`config.mk`:
```
export PLATFORM = sky130hd
export DESIGN_NAME = sta_sto_seq
export DESIGN_NICKNAME = d
export VERILOG_FILES = /design/src/rtl/sta_sto_seq.sv
export SDC_FILE = /design/constraint.sdc
export NUM_CORES = 1
export LEC_CHECK = 0
export ABC_AREA = 0
export BUFFER_PORTS_ARGS = -buffer_cell sky130_fd_sc_hd__buf_2
export CAP_MARGIN = 15
export CORE_ASPECT_RATIO = 0.6
export CORE_MARGIN = 4
export CORE_UTILIZATION = 35
export CTS_BUF_LIST = sky130_fd_sc_hd__clkbuf_4 sky130_fd_sc_hd__clkbuf_8
export DETAILED_ROUTE_END_ITERATION = 10
export MAX_ROUTING_LAYER = met4
export PLACE_DENSITY = 0.61
export SLEW_MARGIN = 0
export SYNTH_ARGS = -nofsm -noshare
export SYNTH_HDL_FRONTEND = slang
export SYNTH_SLANG_ARGS = --single-unit
```
`constraint.sdc`:
```
create_clock -name pclk -period 3.23 [get_ports pclk]
set_clock_uncertainty 0.2 [all_clocks]
set_input_delay 0.8075 -clock pclk [delete_from_list [all_inputs] [get_ports pclk]]
set_output_delay 0.8075 -clock pclk [all_outputs]
set_load 0.02 [all_outputs]
```
`src/rtl/sta_sto_seq.sv`:
```
// I2C START/STOP timing sequencer: two P-cycle phases per condition, outputs one cycle after the accepting edge.
// No backpressure: requests arriving while busy (or a STOP colliding with a START) are dropped and flagged on req_err.
module sta_sto_seq #(
  parameter int PRESCALE_W = 16
) (
  input  logic                  pclk,
  input  logic                  preset,
  input  logic [PRESCALE_W-1:0] prescale,
  input  logic                  start_req,
  input  logic                  stop_req,
  output logic                  gen_sta,
  output logic                  gen_sto,
  output logic                  scl_gen_comp_match,
  output logic                  busy,
  output logic                  done,
  output logic                  bus_owned,
  output logic                  req_err
);

  localparam logic [2:0] IDLE      = 3'd0;
  localparam logic [2:0] STA_HOLD  = 3'd1;
  localparam logic [2:0] STA_LOW   = 3'd2;
  localparam logic [2:0] STO_SETUP = 3'd3;
  localparam logic [2:0] STO_FREE  = 3'd4;

  logic [2:0]            state_q, state_d;
  logic [PRESCALE_W-1:0] cnt_q, cnt_d;
  logic [PRESCALE_W-1:0] p_q, p_d;
  logic [PRESCALE_W-1:0] p_new;
  logic                  expire;
  logic                  owned_q, owned_d;
  logic                  done_q, done_d;
  logic                  err_q, err_d;
  logic                  gen_sta_q, gen_sto_q, comp_q, busy_q;

  assign p_new  = (prescale == '0) ? PRESCALE_W'(1) : prescale;
  assign expire = (cnt_q == '0);

  always_comb begin
    state_d = state_q;
    cnt_d   = cnt_q;
    p_d     = p_q;
    owned_d = owned_q;
    done_d  = 1'b0;
    err_d   = 1'b0;
    case (state_q)
      IDLE: begin
        // START has priority; a simultaneous STOP is dropped and flagged
        if (start_req) begin
          p_d     = p_new;
          cnt_d   = p_new - PRESCALE_W'(1);
          state_d = STA_HOLD;
          owned_d = 1'b1;
          err_d   = stop_req;
        end else if (stop_req) begin
          p_d     = p_new;
          cnt_d   = p_new - PRESCALE_W'(1);
          state_d = STO_SETUP;
        end
      end
      STA_HOLD, STA_LOW, STO_SETUP, STO_FREE: begin
        err_d = start_req | stop_req;
        if (expire) begin
          cnt_d = p_q - PRESCALE_W'(1);
          case (state_q)
            STA_HOLD:  state_d = STA_LOW;
            STO_SETUP: state_d = STO_FREE;
            STO_FREE: begin
              state_d = IDLE;
              done_d  = 1'b1;
              owned_d = 1'b0;
            end
            default: begin
              state_d = IDLE;
              done_d  = 1'b1;
            end
          endcase
        end else begin
          cnt_d = cnt_q - PRESCALE_W'(1);
        end
      end
      default: state_d = IDLE;
    endcase
  end

  always_ff @(posedge pclk or posedge preset) begin
    if (preset) begin
      state_q   <= IDLE;
      cnt_q     <= '0;
      p_q       <= PRESCALE_W'(1);
      owned_q   <= 1'b0;
      done_q    <= 1'b0;
      err_q     <= 1'b0;
      gen_sta_q <= 1'b0;
      gen_sto_q <= 1'b0;
      comp_q    <= 1'b0;
      busy_q    <= 1'b0;
    end else begin
      state_q   <= state_d;
      cnt_q     <= cnt_d;
      p_q       <= p_d;
      owned_q   <= owned_d;
      done_q    <= done_d;
      err_q     <= err_d;
      gen_sta_q <= (state_d == STA_HOLD) || (state_d == STA_LOW);
      gen_sto_q <= (state_d == STO_SETUP) || (state_d == STO_FREE);
      comp_q    <= (state_d == STA_LOW) || (state_d == STO_FREE);
      busy_q    <= (state_d != IDLE);
    end
  end

  assign gen_sta            = gen_sta_q;
  assign gen_sto            = gen_sto_q;
  assign scl_gen_comp_match = comp_q;
  assign busy               = busy_q;
  assign done               = done_q;
  assign bus_owned          = owned_q;
  assign req_err            = err_q;

endmodule

```
Word-level counts from Yosys, hierarchy flattened

Cells that the tools add are included.

Flip-flop bits (word level): 42
Logic and storage cells: 61

Add/sub/neg operators: 3
Equality and inequality tests: 12
Multiplexer cells: 21
Bitwise gates (word level): 1
Reduce and logical (&&, ||, !) cells: 14

Operators by type and width:

| cell                                                                  | count |
|---|---|
| 16-bit 2-to-1 mux                                                     | 6 |
| 16-bit by 1-bit subtractor with 16-bit output, second input constant  | 3 |
| 16-bit logical NOT                                                    | 2 |
| 16-bit case mux with 2 select lines                                   | 1 |
| 3-bit by 2-bit equality test with 1-bit output, second input constant | 4 |
| 3-bit case mux with 2 select lines                                    | 2 |
| 3-bit 2-to-1 mux                                                      | 3 |
| 1-bit 2-to-1 mux                                                      | 7 |
| 3-bit by 1-bit equality test with 1-bit output, second input constant | 2 |
| 3-bit equality test, second input constant                            | 2 |
| 2-bit inequality test, second input constant                          | 3 |
| 1-bit case mux with 2 select lines                                    | 2 |
| 2-bit AND reduction                                                   | 2 |
| 4-bit AND reduction                                                   | 1 |
| 2-bit nonzero test                                                    | 2 |
| 4-bit OR reduction                                                    | 1 |
| 3-bit logical NOT                                                     | 1 |
| 1-bit logical OR                                                      | 3 |
| 3-bit inequality test, second input constant                          | 1 |
| 3-bit nonzero test                                                    | 1 |
| 2-bit OR reduction                                                    | 1 |
| 1-bit OR                                                              | 1 |

Depth between registers and ports, before layout

Depth after elaboration: 6
Gate-level depth with buffers: 12

Worst setup path before layout

OpenSTA, ideal clock, no wires.

Path type: input port to flip-flop
Start: input port prescale[15]
End: register cnt_q[6]
Data arrival time: 2.680 ns
Setup slack: 0.224 ns
Cell stages on the path: 9
Path through: nor4_1 > a41oi_1 > o211ai_1 > inv_1 > ha_1 > nand2_1 > nor3_2 > mux2_2 > a221o_1

Longest elaborated chain between the ends: 6

Ends and longest elaborated chain:

| item                                              | line   | text |
|---|---|---|
| from (decl)                                       | 8      | `input logic [PRESCALE_W-1:0] prescale,` |
| 16-bit logical NOT (*)                            | 36     | `assign p_new = (prescale == '0) ? PRESCALE_W'(1) : prescale;` |
| 16-bit 2-to-1 mux (*)                             | 36     |  |
| 16-bit by 1-bit subtractor with 16-bit output (*) | 51, 57 |  |
| 16-bit 2-to-1 mux                                 | 55     | `end else if (stop_req) begin` |
| 16-bit 2-to-1 mux (*)                             | 49     | `if (start_req) begin` |
| 16-bit case mux with 2 select lines (*)           | 46     | `case (state_q)` |
| to (signal assigned)                              | 100    | `cnt_q <= cnt_d;` |
| to (decl)                                         | 27     | `logic [PRESCALE_W-1:0] cnt_q, cnt_d;` |

Mark *: on every way between the ends. The rest lies on a longest branch, timed or not. The select of a mux whose other input is x is not followed.
A chain may end at the register's enable or synchronous reset.

Worst setup path after layout

Start: register state_q[1]
End: register cnt_q[6]

Longest elaborated chain between the ends: 4

Ends and longest elaborated chain:

| item                                                                         | line | text |
|---|---|---|
| from (decl)                                                                  | 26   | `logic [2:0] state_q, state_d;` |
| from (signal assigned)                                                       | 99   | `state_q <= state_d;` |
| 3-bit by 1-bit equality test with 1-bit output, or another cell as far along | 46   |  |
| 4-bit OR reduction                                                           | 46   |  |
| 2-bit nonzero test (no line)                                                 | -    |  |
| 2-bit AND reduction (no line)                                                | -    |  |

Parallel ways exist; a longest one is shown, timed or not.

==> run summary <==
Worst-Margin Slew: 0.640 ns
Number of synthesized flops with an enable pin: 0
Cell area power density: 759 nW/um^2
Core area: 6710 sq um
Xor and xnor fraction of the mapped netlist area: 0.0252
Synth Cell Area: 2440 sq um
Top cell type's share of synthesized area: 0.421
Post-synthesis mux area share: 0.0781
Die footprint: 8400 sq um
Seq cells post-synth: 42
Num ports: 27
CTS sink count: 42
Top Usage Layer GRT: met1
Net count after synthesis: 294
Reg area: 1050 sq um
Adder-Cell Fraction of Synth Area: 0.00514
Routed len/inst: 17.3 microns
DRT Pass-1 Iters: 5
Yosys top cell by area: dfrtp_1
CTS max path bufs: 2
Critical path type: reg2reg
Initial antenna violation count: 0
Req. time, crit path: 3.21 ns
Crit path time final: 2.95 ns
Top-count cell post-synth: dfrtp_1
Cts hold-fix bufs: 0
Outcome: complete, no violations
Iter 0 DRT Violations: 326
Main synth FF type: dfrtp_1
Internal power: 1.34 mW
Crit end category: flip-flop
Final Slew Violations: 0
Maxcap violations: 0
Initial Utilization: 0.363
Simple-gate share of the synthesized area: 0.225
Worst-skew pair later-pin latency: 0.29 ns
Reg2reg setup slack: 0.28 ns
Maximum VDD drop: 0.000245 V
CTS Buf Count: 5
Multi-input logic area: 1290 sq um
Vias in the first global route: 2,017
Area delta synth->final: 18.4%
RR Startpoint: state_q[1]$_DFF_PP0_
Synth top area cells: dfrtp_1 (42%), mux2_2 (7.4%), nand2_1 (5.2%), nor2_1 (4.8%), o21ai_0 (3.9%)
Clock power share: 0.184
Sequential power share: 0.423
Num rows: 23
Fin nets: 332
Drc violations: 0
GP Congestion: 1.07
Critical-path maximum fanout: 9
Ant. Diodes: 0
Detail Placement HPWL: 5.35 mm
Share of layout cells above drive strength 1: 0.260
Filler cell count in the final layout: 653
Via count: 2,216
Post-synthesis async set-or-reset flop share: 1.00
Remaining global-route overflow: 0
Combinational Power Share: 0.393
Switch Pwr: 0.846 mW
Sequential share of the synthesized area: 0.432
H-tree depth: 2
Vias per cell: 5.55
Syn Inst Count: 273
Sum Neg Setup Slack: 0 ns
Startpoint types: flip-flop
Buffers on Ports: 26
CTS tree: built
Clock slew at reported path FFs: 0.08 ns
Total Routing Usage GR: 0.177
Yosys warns: 0
Fin crit share: 0.914
Net Sw Frac: 0.386
Worst Path Arrival: 2.93 ns
Syn avg cell area: 8.92 sq um
Hold WC Path Type: in2async
Peak Freq: 339 MHz
Setup violators final: 0
First-pass GRT wire length: 11.1 mm
Fin util: 0.430
CTS root buf: clkbuf_8
Antenna Nets Post-Route: 0
Largest family of logic cells by synthesized area: simple AND/OR/NAND/NOR gates
Die H: 72.6 microns
Yosys cell types: 48
Max_slew headroom: 0.571
Pin count of the biggest net entering global routing: 23
RSZ-0062 raised after global routing: false
Lkg Pwr: 1.19 nW
Top cells by count, synth: dfrtp_1 (41), nand2_1 (34), nor2_1 (31), o21ai_0 (19), mux2_2 (16)
Critical path origin: state_q[1]$_DFF_PP0_
Post-synthesis compound-gate area fraction: 0.197
Endpoints failing hold: 0
DIE WIDTH: 116 microns
Met1 GRT Util: 0.286
Post-Route WL: 6.90 mm
Met3 GRT Util: 0.0514
M2 GR Usage: 0.211
[layer usage]
layer	wire length [microns]	part of all wire
met3	648	0.094
met1	3720	0.54
met5	0	0
met2	2470	0.36
met4	62	0.0090
[worst max-delay path, cell delays in order, from the launching register on]
cell	delay, ns
dfrtp_1	0.51
o21a_4	0.29
nor2_2	0.33
o211ai_1	0.19
inv_1	0.09
ha_1	0.16
nand2_1	0.09
nor3_2	0.28
mux2_2	0.37
a221o_1	0.34
[power by group through the flow]
stage	Clock [mW]	Sequential [mW]	Combinational, mW
6_report	0.403	0.926	0.861
5_1_grt	0.439	0.948	0.945
4_1_cts	0.412	0.917	0.847
3_5_place_dp	0	0.924	0.846
3_3_place_gp	0	0.924	0.842
2_1_floorplan	0	0.867	0.597
[path summary, 6_finish.rpt]
kind                            depth (start not counted)                    to
worst max-delay path                                    9  cnt_q[6]$_DFFE_PP0P_
worst min-delay path                                    2    p_q[4]$_DFFE_PP0P_
worst max register to register                          9  cnt_q[6]$_DFFE_PP0P_
worst min register to register                          1   p_q[15]$_DFFE_PP0P_
max in group asynchronous                               4  cnt_q[0]$_DFFE_PP0P_
min in group pclk                                       1   p_q[15]$_DFFE_PP0P_
[registers in the layout (all words and copies together) (netlist names)]
name	flops
cnt_q	16
busy	1
done	1
p_q	16
gen_sto	1
bus_owned	1
req_err	1
scl_gen_comp_match	1
gen_sta	1
state_q	3
[timing repair]
item                                    CTS  global route
setup buffers                             0             0
resized for setup                         0             1
endpoints found under the setup margin    0             1
[stage by stage]
step	std cells	hold slack (ns)	total power [mW]	setup slack [ns]	instance area (sq um)
floorplan	273	0.262	1.46	0.224	2440
global placement	390	0.294	1.77	0.111	2740
detailed placement	391	0.297	1.77	0.0757	2770
CTS	399	0.316	2.18	0.170	2880
global route	399	0.327	2.33	0.111	2880
finish	399	0.313	2.19	0.279	2880
[layout make-up]
type	instances	share of cell area
Multi-Input combinational cell	211	0.449
Sequential cell	42	0.365
Inverter	5	0.00651
Clock buffer	8	0.0382
Timing Repair Buffer	46	0.104
Tap cell	87	0.0377
[cell families after synthesis]
group / Yosys count
AOI/OAI and AO/OA: 73
xor gates and xnor gates: 7
adders and majority gates: 1
buffers and inverters: 20
DFF: 42
muxes: 17
and+or+nand+nor: 113
[cell usage in the layout (no fill, tap or decap), drive strengths merged, types with 2 or more instances in the layout]
master,netlist,routed
buf,9,46
inv,5,4
a211oi,2,2
a221o,2,2
nand2,34,34
nor4,7,7
nor2,32,32
xor2,3,3
dfrtp,41,41
o211ai,5,5
a21o,2,2
nor3,10,10
or3,7,7
a21oi,14,14
xnor2,4,4
o31ai,3,3
mux2,16,16
nand4,5,5
a311oi,2,2
and3,4,4
clkbuf,6,8
and2,3,3
nand3,5,5
a31oi,13,13
o21ai,22,22
Note: power is estimated with default switching activity, not from simulation.
